[src/rtl/axi_lite_pkg.sv]
// Shared definitions for the AXI4-Lite master: response codes, FSM encoding
// and the saturating latency-counter helper.
package axi_lite_pkg;

  localparam int LAT_WIDTH = 16;

  localparam logic [1:0] OKAY   = 2'b00;
  localparam logic [1:0] EXOKAY = 2'b01;
  localparam logic [1:0] SLVERR = 2'b10;
  localparam logic [1:0] DECERR = 2'b11;

  typedef enum logic [2:0] {
    IDLE         = 3'd0,
    WR_ADDR_DATA = 3'd1,
    WR_RESP      = 3'd2,
    RD_ADDR      = 3'd3,
    RD_DATA      = 3'd4,
    RSP          = 3'd5
  } state_t;

  function automatic logic [LAT_WIDTH-1:0] lat_inc(input logic [LAT_WIDTH-1:0] v);
    return (v == {LAT_WIDTH{1'b1}}) ? v : v + 1'b1;
  endfunction

endpackage

[src/rtl/axi_lite_master.sv]
// AXI4-Lite single-outstanding master: turns one command into one AXI read or
// write transaction and reports data, response and cycle latency back.
module axi_lite_master
  import axi_lite_pkg::*;
#(
  parameter int ADDR_WIDTH = 32,
  parameter int DATA_WIDTH = 32
) (
  input  logic                    M_AXI_ACLK,
  input  logic                    M_AXI_ARESET,

  input  logic                    cmd_valid,
  output logic                    cmd_ready,
  input  logic                    cmd_write,
  input  logic [ADDR_WIDTH-1:0]   cmd_addr,
  input  logic [DATA_WIDTH-1:0]   cmd_wdata,
  input  logic [DATA_WIDTH/8-1:0] cmd_wstrb,

  output logic                    rsp_valid,
  input  logic                    rsp_ready,
  output logic [DATA_WIDTH-1:0]   rsp_rdata,
  output logic [1:0]              rsp_resp,
  output logic [LAT_WIDTH-1:0]    rsp_latency,

  output logic [ADDR_WIDTH-1:0]   M_AXI_AWADDR,
  output logic [2:0]              M_AXI_AWPROT,
  output logic                    M_AXI_AWVALID,
  input  logic                    M_AXI_AWREADY,

  output logic [DATA_WIDTH-1:0]   M_AXI_WDATA,
  output logic [DATA_WIDTH/8-1:0] M_AXI_WSTRB,
  output logic                    M_AXI_WVALID,
  input  logic                    M_AXI_WREADY,

  input  logic [1:0]              M_AXI_BRESP,
  input  logic                    M_AXI_BVALID,
  output logic                    M_AXI_BREADY,

  output logic [ADDR_WIDTH-1:0]   M_AXI_ARADDR,
  output logic [2:0]              M_AXI_ARPROT,
  output logic                    M_AXI_ARVALID,
  input  logic                    M_AXI_ARREADY,

  input  logic [DATA_WIDTH-1:0]   M_AXI_RDATA,
  input  logic [1:0]              M_AXI_RRESP,
  input  logic                    M_AXI_RVALID,
  output logic                    M_AXI_RREADY
);

  state_t                  state, state_nxt;
  logic                    run_q;
  logic                    aw_done, w_done;
  logic [ADDR_WIDTH-1:0]   addr_q;
  logic [DATA_WIDTH-1:0]   wdata_q;
  logic [DATA_WIDTH/8-1:0] wstrb_q;
  logic [LAT_WIDTH-1:0]    lat;

  always_ff @(posedge M_AXI_ACLK) begin
    if (M_AXI_ARESET) state <= IDLE;
    else              state <= state_nxt;
  end

  always_comb begin
    state_nxt = state;
    unique case (state)
      IDLE:         if (cmd_valid && run_q) state_nxt = cmd_write ? WR_ADDR_DATA : RD_ADDR;
      WR_ADDR_DATA: if ((aw_done || M_AXI_AWREADY) && (w_done || M_AXI_WREADY)) state_nxt = WR_RESP;
      WR_RESP:      if (M_AXI_BVALID) state_nxt = RSP;
      RD_ADDR:      if (M_AXI_ARREADY) state_nxt = RD_DATA;
      RD_DATA:      if (M_AXI_RVALID) state_nxt = RSP;
      RSP:          if (rsp_ready) state_nxt = IDLE;
      default:      state_nxt = IDLE;
    endcase
  end

  // Handshake outputs are pure decodes of registered state, so no input reaches them combinationally.
  always_comb begin
    cmd_ready     = 1'b0;
    M_AXI_AWVALID = 1'b0;
    M_AXI_WVALID  = 1'b0;
    M_AXI_BREADY  = 1'b0;
    M_AXI_ARVALID = 1'b0;
    M_AXI_RREADY  = 1'b0;
    rsp_valid     = 1'b0;
    unique case (state)
      IDLE:         cmd_ready = run_q;
      WR_ADDR_DATA: begin
        M_AXI_AWVALID = !aw_done;
        M_AXI_WVALID  = !w_done;
      end
      WR_RESP:      M_AXI_BREADY  = 1'b1;
      RD_ADDR:      M_AXI_ARVALID = 1'b1;
      RD_DATA:      M_AXI_RREADY  = 1'b1;
      RSP:          rsp_valid     = 1'b1;
      default:      ;
    endcase
  end

  assign M_AXI_AWADDR = addr_q;
  assign M_AXI_ARADDR = addr_q;
  assign M_AXI_AWPROT = 3'b000;
  assign M_AXI_ARPROT = 3'b000;
  assign M_AXI_WDATA  = wdata_q;
  assign M_AXI_WSTRB  = wstrb_q;

  always_ff @(posedge M_AXI_ACLK) begin
    if (M_AXI_ARESET) begin
      run_q       <= 1'b0;
      aw_done     <= 1'b0;
      w_done      <= 1'b0;
      addr_q      <= '0;
      wdata_q     <= '0;
      wstrb_q     <= '0;
      lat         <= '0;
      rsp_rdata   <= '0;
      rsp_resp    <= OKAY;
      rsp_latency <= '0;
    end else begin
      run_q <= 1'b1;
      unique case (state)
        IDLE: begin
          if (cmd_valid && run_q) begin
            addr_q  <= cmd_addr;
            wdata_q <= cmd_wdata;
            wstrb_q <= cmd_wstrb;
            aw_done <= 1'b0;
            w_done  <= 1'b0;
            lat     <= '0;
          end
        end
        WR_ADDR_DATA: begin
          lat <= lat_inc(lat);
          if (M_AXI_AWVALID && M_AXI_AWREADY) aw_done <= 1'b1;
          if (M_AXI_WVALID && M_AXI_WREADY)   w_done  <= 1'b1;
        end
        WR_RESP: begin
          lat <= lat_inc(lat);
          if (M_AXI_BVALID) begin
            rsp_rdata   <= '0;
            rsp_resp    <= M_AXI_BRESP;
            rsp_latency <= lat_inc(lat);
          end
        end
        RD_ADDR: lat <= lat_inc(lat);
        RD_DATA: begin
          lat <= lat_inc(lat);
          if (M_AXI_RVALID) begin
            rsp_rdata   <= M_AXI_RDATA;
            rsp_resp    <= M_AXI_RRESP;
            rsp_latency <= lat_inc(lat);
          end
        end
        default: ;
      endcase
    end
  end

endmodule

[config.mk]
export PLATFORM = sky130hd
export DESIGN_NAME = axi_lite_master
export DESIGN_NICKNAME = d
export VERILOG_FILES = /design/src/rtl/axi_lite_pkg.sv /design/src/rtl/axi_lite_master.sv
export SDC_FILE = /design/constraint.sdc
export NUM_CORES = 1
export LEC_CHECK = 0
export ABC_CLOCK_PERIOD_IN_PS = 1550
export CAP_MARGIN = 25
export CORE_MARGIN = 2
export CORE_UTILIZATION = 38
export CTS_CLUSTER_DIAMETER = 80
export CTS_CLUSTER_SIZE = 14
export DETAILED_ROUTE_END_ITERATION = 10
export PLACE_DENSITY = 0.83
export SYNTH_ARGS = -nofsm -noshare
export SYNTH_HDL_FRONTEND = slang
export SYNTH_SLANG_ARGS = --single-unit
[constraint.sdc]
create_clock -name M_AXI_ACLK -period 1.55 [get_ports M_AXI_ACLK]
set_input_delay 0.465 -clock M_AXI_ACLK [delete_from_list [all_inputs] [get_ports M_AXI_ACLK]]
set_output_delay 0.465 -clock M_AXI_ACLK [all_outputs]
set_load 0.02 [all_outputs]
# Word-level counts from Yosys, hierarchy flattened

Cells that the tools add are included.

Register bits after elaboration: 140
Latch bits: 0
Bits in writable memories: 0
Bits in read-only memories: 0
Bits of input ports: 114
Output and inout bits: 163
Logic and storage cells: 78
Memories kept: 0

Add/sub/neg operators: 1
$mul: 0
Divide/modulo/power cells: 0
$lt $le $gt $ge: 0
Equality and inequality tests: 14
Shifts and indexed selects: 0
Muxes and demuxes: 33
Bitwise gates (word level): 0
Reduce and logical (&&, ||, !) cells: 19

Operator list:

| operator                | count |
|---|---|
| $mux W16                | 4 |
| $mux W32                | 2 |
| $pmux W16 S2            | 2 |
| $pmux W32 S2            | 1 |
| $mux W3                 | 6 |
| $pmux W3 S6             | 1 |
| $add A16 B1 Y16 const B | 1 |
| $eq A16 B16 Y1 const B  | 1 |
| $ne A2 B2 Y1 const B    | 8 |
| $mux W1                 | 11 |
| $reduce_and A3 Y1       | 3 |
| $eq A3 B2 Y1 const B    | 2 |
| $eq A3 B3 Y1 const B    | 2 |
| $mux W2                 | 3 |
| $reduce_and A6 Y1       | 1 |
| $reduce_bool A2 Y1      | 3 |
| $logic_and A1 B1 Y1     | 4 |
| $pmux W1 S2             | 2 |
| $pmux W2 S2             | 1 |
| $reduce_and A2 Y1       | 2 |
| $reduce_or A4 Y1        | 1 |
| $eq A3 B1 Y1 const B    | 1 |
| $logic_not A3 Y1        | 1 |
| $logic_not A1 Y1        | 2 |
| $logic_or A1 B1 Y1      | 2 |

# Longest topological paths before layout

Depth in word-level cells: 5
Depth in mapped cells: 8
Mapped depth without buffers: 5

# Worst setup path after synthesis

OpenSTA, ideal clock, no wires.

Path kind: register -> output
From: reg state[0]
To: out M_AXI_AWVALID
Arrival time: 1.408 ns
Data required time: 1.085 ns
Path slack: -0.323 ns
Cell stages (with the launch flop): 4
Buffers on the path: 1
Cells stage by stage: dfxtp_1 -> buf_4 -> inv_1 -> nor4_1

Cells in the longest elaborated chain, start to end: 2

RTL lines:

| element                | line                  | RTL |
|---|---|---|
| from (decl)            | axi_lite_master.sv:50 | `state_t state, state_nxt;` |
| from (signal assigned) | axi_lite_master.sv:60 | `else state <= state_nxt;` |
| $eq A3 B1 Y1           | axi_lite_master.sv:85 | `unique case (state)` |
| $mux W1                | axi_lite_master.sv:85 |  |
| to (decl)              | axi_lite_master.sv:27 | `output logic M_AXI_AWVALID,` |

No other way between the ends.

# Worst setup path in the final report

From: reg w_done
To: out M_AXI_WVALID

Cells in the longest elaborated chain, start to end: 2

RTL lines:

| element                | line                   | RTL |
|---|---|---|
| from (decl)            | axi_lite_master.sv:52  | `logic aw_done, w_done;` |
| from (signal assigned) | axi_lite_master.sv:110 | `w_done <= 1'b0;` |
| from (signal assigned) | axi_lite_master.sv:127 | `w_done <= 1'b0;` |
| from (signal assigned) | axi_lite_master.sv:134 | `if (M_AXI_WVALID && M_AXI_WREADY) w_done <= 1'b1;` |
| $logic_not A1 Y1       | axi_lite_master.sv:89  | `M_AXI_WVALID = !w_done;` |
| $mux W1                | axi_lite_master.sv:85  |  |
| to (decl)              | axi_lite_master.sv:32  | `output logic M_AXI_WVALID,` |

No other way between the ends.

==> run metrics <==
status finished with violations; violated checks negative setup slack; fmax 510 MHz; Post-synth EDFFs 0; kind of critical path reg2out; cell taking the most area after synthesis dfxtp_1; WP data required around 1.1 ns; YS warnings 0; number of global-route vias before repair slightly above 6000; I/O Buffers 270; core area ~15000 um^2; worst setup margin -0.410 ns; R2R depth 8; GP Congestion between 0.9 and 1; VDD IR max around 0.9 mV; clock buffer depth 2; clock skew 0.0106 ns; Worst Setup End Kind primary output; Total GRT Usage 23.4%; Endpoint, Worst Hold M_AXI_WDATA[18]$_SDFFE_PP0P_; placed inst area 9250 um^2; Avg WL per Cell 20.6 um; Post-Place Cells 1196; final instance area 11600 um^2; crit path DAT 1.50 ns; CTS tree yes; Root Buffer clkbuf_16; area grow syn2layout 93.0%; top cells by area, synth dfxtp_1 (47%), nand2_1 (9.7%), a21oi_1 (7.6%); number of buffers created by CTS 17; initial DRC count around 470; FF-to-FF Start state[1]$_SDFFE_PP0P_; Die X 130 um; sequential element share of the synthesized area around 47%; vias per cell 5.53; flops & latches, synth 140; GRT Residual Overflow 0; most common cell in the netlist nand2_1; H-tree depth 4; Startpoint Class flip-flop; Skew-Pair Late Insertion Delay roughly 0.42 ns; FFs w/ async S/R, synth 0%; Vias 7075; setup violators final 149; Slew Viols, Final 0; Top FF cell, synth dfxtp_1; Nets 1166; global-route wire length before repair 30.8 mm; Critical Path Fanout Max 2; worst reg-to-reg setup slack -0.33 ns; Pwr Density around 1400 nW/um^2; max_cap viols 0; initial antenna violation count 2; worst hold stages 2; Worst R2R End M_AXI_WDATA[3]$_SDFFE_PP0P_; Synth top area share 46.6%; fin crit share 126%; die outline height 130 um; final hold vios 0; post-route ant nets 0; Slew HR between 50% and 60%; dpl hpwl about 15 mm; Netlist cell types 64; synthesized instance count 721; WHS 0.454 ns; worst slack, placed -0.480 ns; pin count of the biggest net entering global routing 37; io pins approximately 280; clk sinks 140; starting density of the core 39.3%; RSZ-0062 raised after global routing yes; Rows 45; WL final 26.4 mm; setup TNS -30.40 ns; # DRC 0; Syn Area/Cell around 8.3 um^2; Slew @ Worst Pin 0.642 ns; Clock transition at path regs 0.06 ns; share of layout cells above drive strength 1 a little over half; HP Start M_AXI_WDATA[18]$_SDFFE_PP0P_; total power 16.8 mW; Final Util 75.8%; DIE AREA around 17000 um^2; Static Leak between 4 and 5 nW; Synth Cell Area 6010 um^2; min cycle time layout 1.96 ns; drt first pass iters 6; synth cell count leaders nand2_1 (156), dfxtp_1 (140), a21oi_1 (91); Hold Crit Class reg2reg; Finished Layout Cells 1279
-- layer usage --
metal	GRT usage (%)	wire (um)	up-vias
met5	0	0	-
met4	12.8	1560	0
met3	6.72	2060	115
met2	40.0	13200	415
met1	26.5	9540	3401
li1	-	-	3144
-- sequential cells by signal, indices dropped and copies added (netlist names), 2 cells and up --
register / cells
rsp_rdata: 32
M_AXI_ARADDR: 32
rsp_resp: 2
M_AXI_WSTRB: 4
state: 3
lat: 16
rsp_latency: 16
M_AXI_WDATA: 32
-- cell families (layout without fill, tap and decap cells) --
logic type	count (synthesis)	after routing	synth area share, %
buf+inv	103	440	10.3
flops	140	140	46.6
other cells	1	10	0.0624
mux	5	5	0.832
simple gates	277	278	21.6
xor+xnor	4	4	0.583
fa+ha+maj	1	1	0.208
compound gates	190	190	19.9
-- how the worst max path moves through the flow --
stage | from | endpoint | slack [ns]
floorplan | state[0]$_SDFFE_PP0P_ | M_AXI_AWVALID | -0.1
global placement | M_AXI_RVALID | rsp_latency[4]$_SDFFE_PP0P_ | -0.44
detailed placement | M_AXI_RVALID | rsp_rdata[29]$_SDFFE_PP0P_ | -0.48
CTS | state[2]$_SDFFE_PP0P_ | M_AXI_WVALID | -0.39
global route | w_done$_SDFFE_PP0P_ | M_AXI_WVALID | -0.43
finish | w_done$_SDFFE_PP0P_ | M_AXI_WVALID | -0.41
-- power breakdown --
group,total (mW),internal (mW),switching [mW]
logic,8.35,4.03,4.32
clock network,3.93,2.26,1.67
registers,4.52,4.11,0.414
-- layout by cell type, fill, tap and decap left out, drive strengths merged, types with 3 or more instances in the layout --
cell type and instances:
a211o 3, a211oi 8, a21oi 91, a22oi 32, a311oi 5, a31oi 12, a41oi 4, and2 3
and3 5, and4 4, buf 172, clkbuf 75, clkdlybuf4s15 62, clkdlybuf4s50 112, clkinv 6, clkinvlp 3
conb 6, dfxtp 140, diode 4, inv 8, mux2i 5, nand2 157, nand2b 3, nand3 16
nand4 8, nor2 53, nor3 10, nor4 5, o21ai 14, o31ai 5, or3 3, or4b 3
xor2 3
-- cell type report --
cell class | count | area, um^2
multi-input combinational | 484 | 3990
sequential | 140 | 2830
tap | 211 | 264
inverter | 5 | 18.8
clock buffer | 19 | 443
timing repair buffer | 403 | 3940
fill | 960 | 3710
clock inverter | 13 | 116
antenna | 4 | 10.0
-- critical path, cell delays in order, from the launching register on --
cell,delay [ns]
dfxtp_1,0.32
or4b_4,0.56
inv_2,0.08
buf_6,0.11
-- what timing repair did --
item | in CTS | in global routing
setup endpoints to repair | 286 | 223
hold buffers | 0 | 0
cloned | 3 | 16
buffers inserted | 4 | 32
pin swaps | 10 | 141
resized for setup | 499 | 411
No activity file was read; power rests on OpenSTA's default activity.
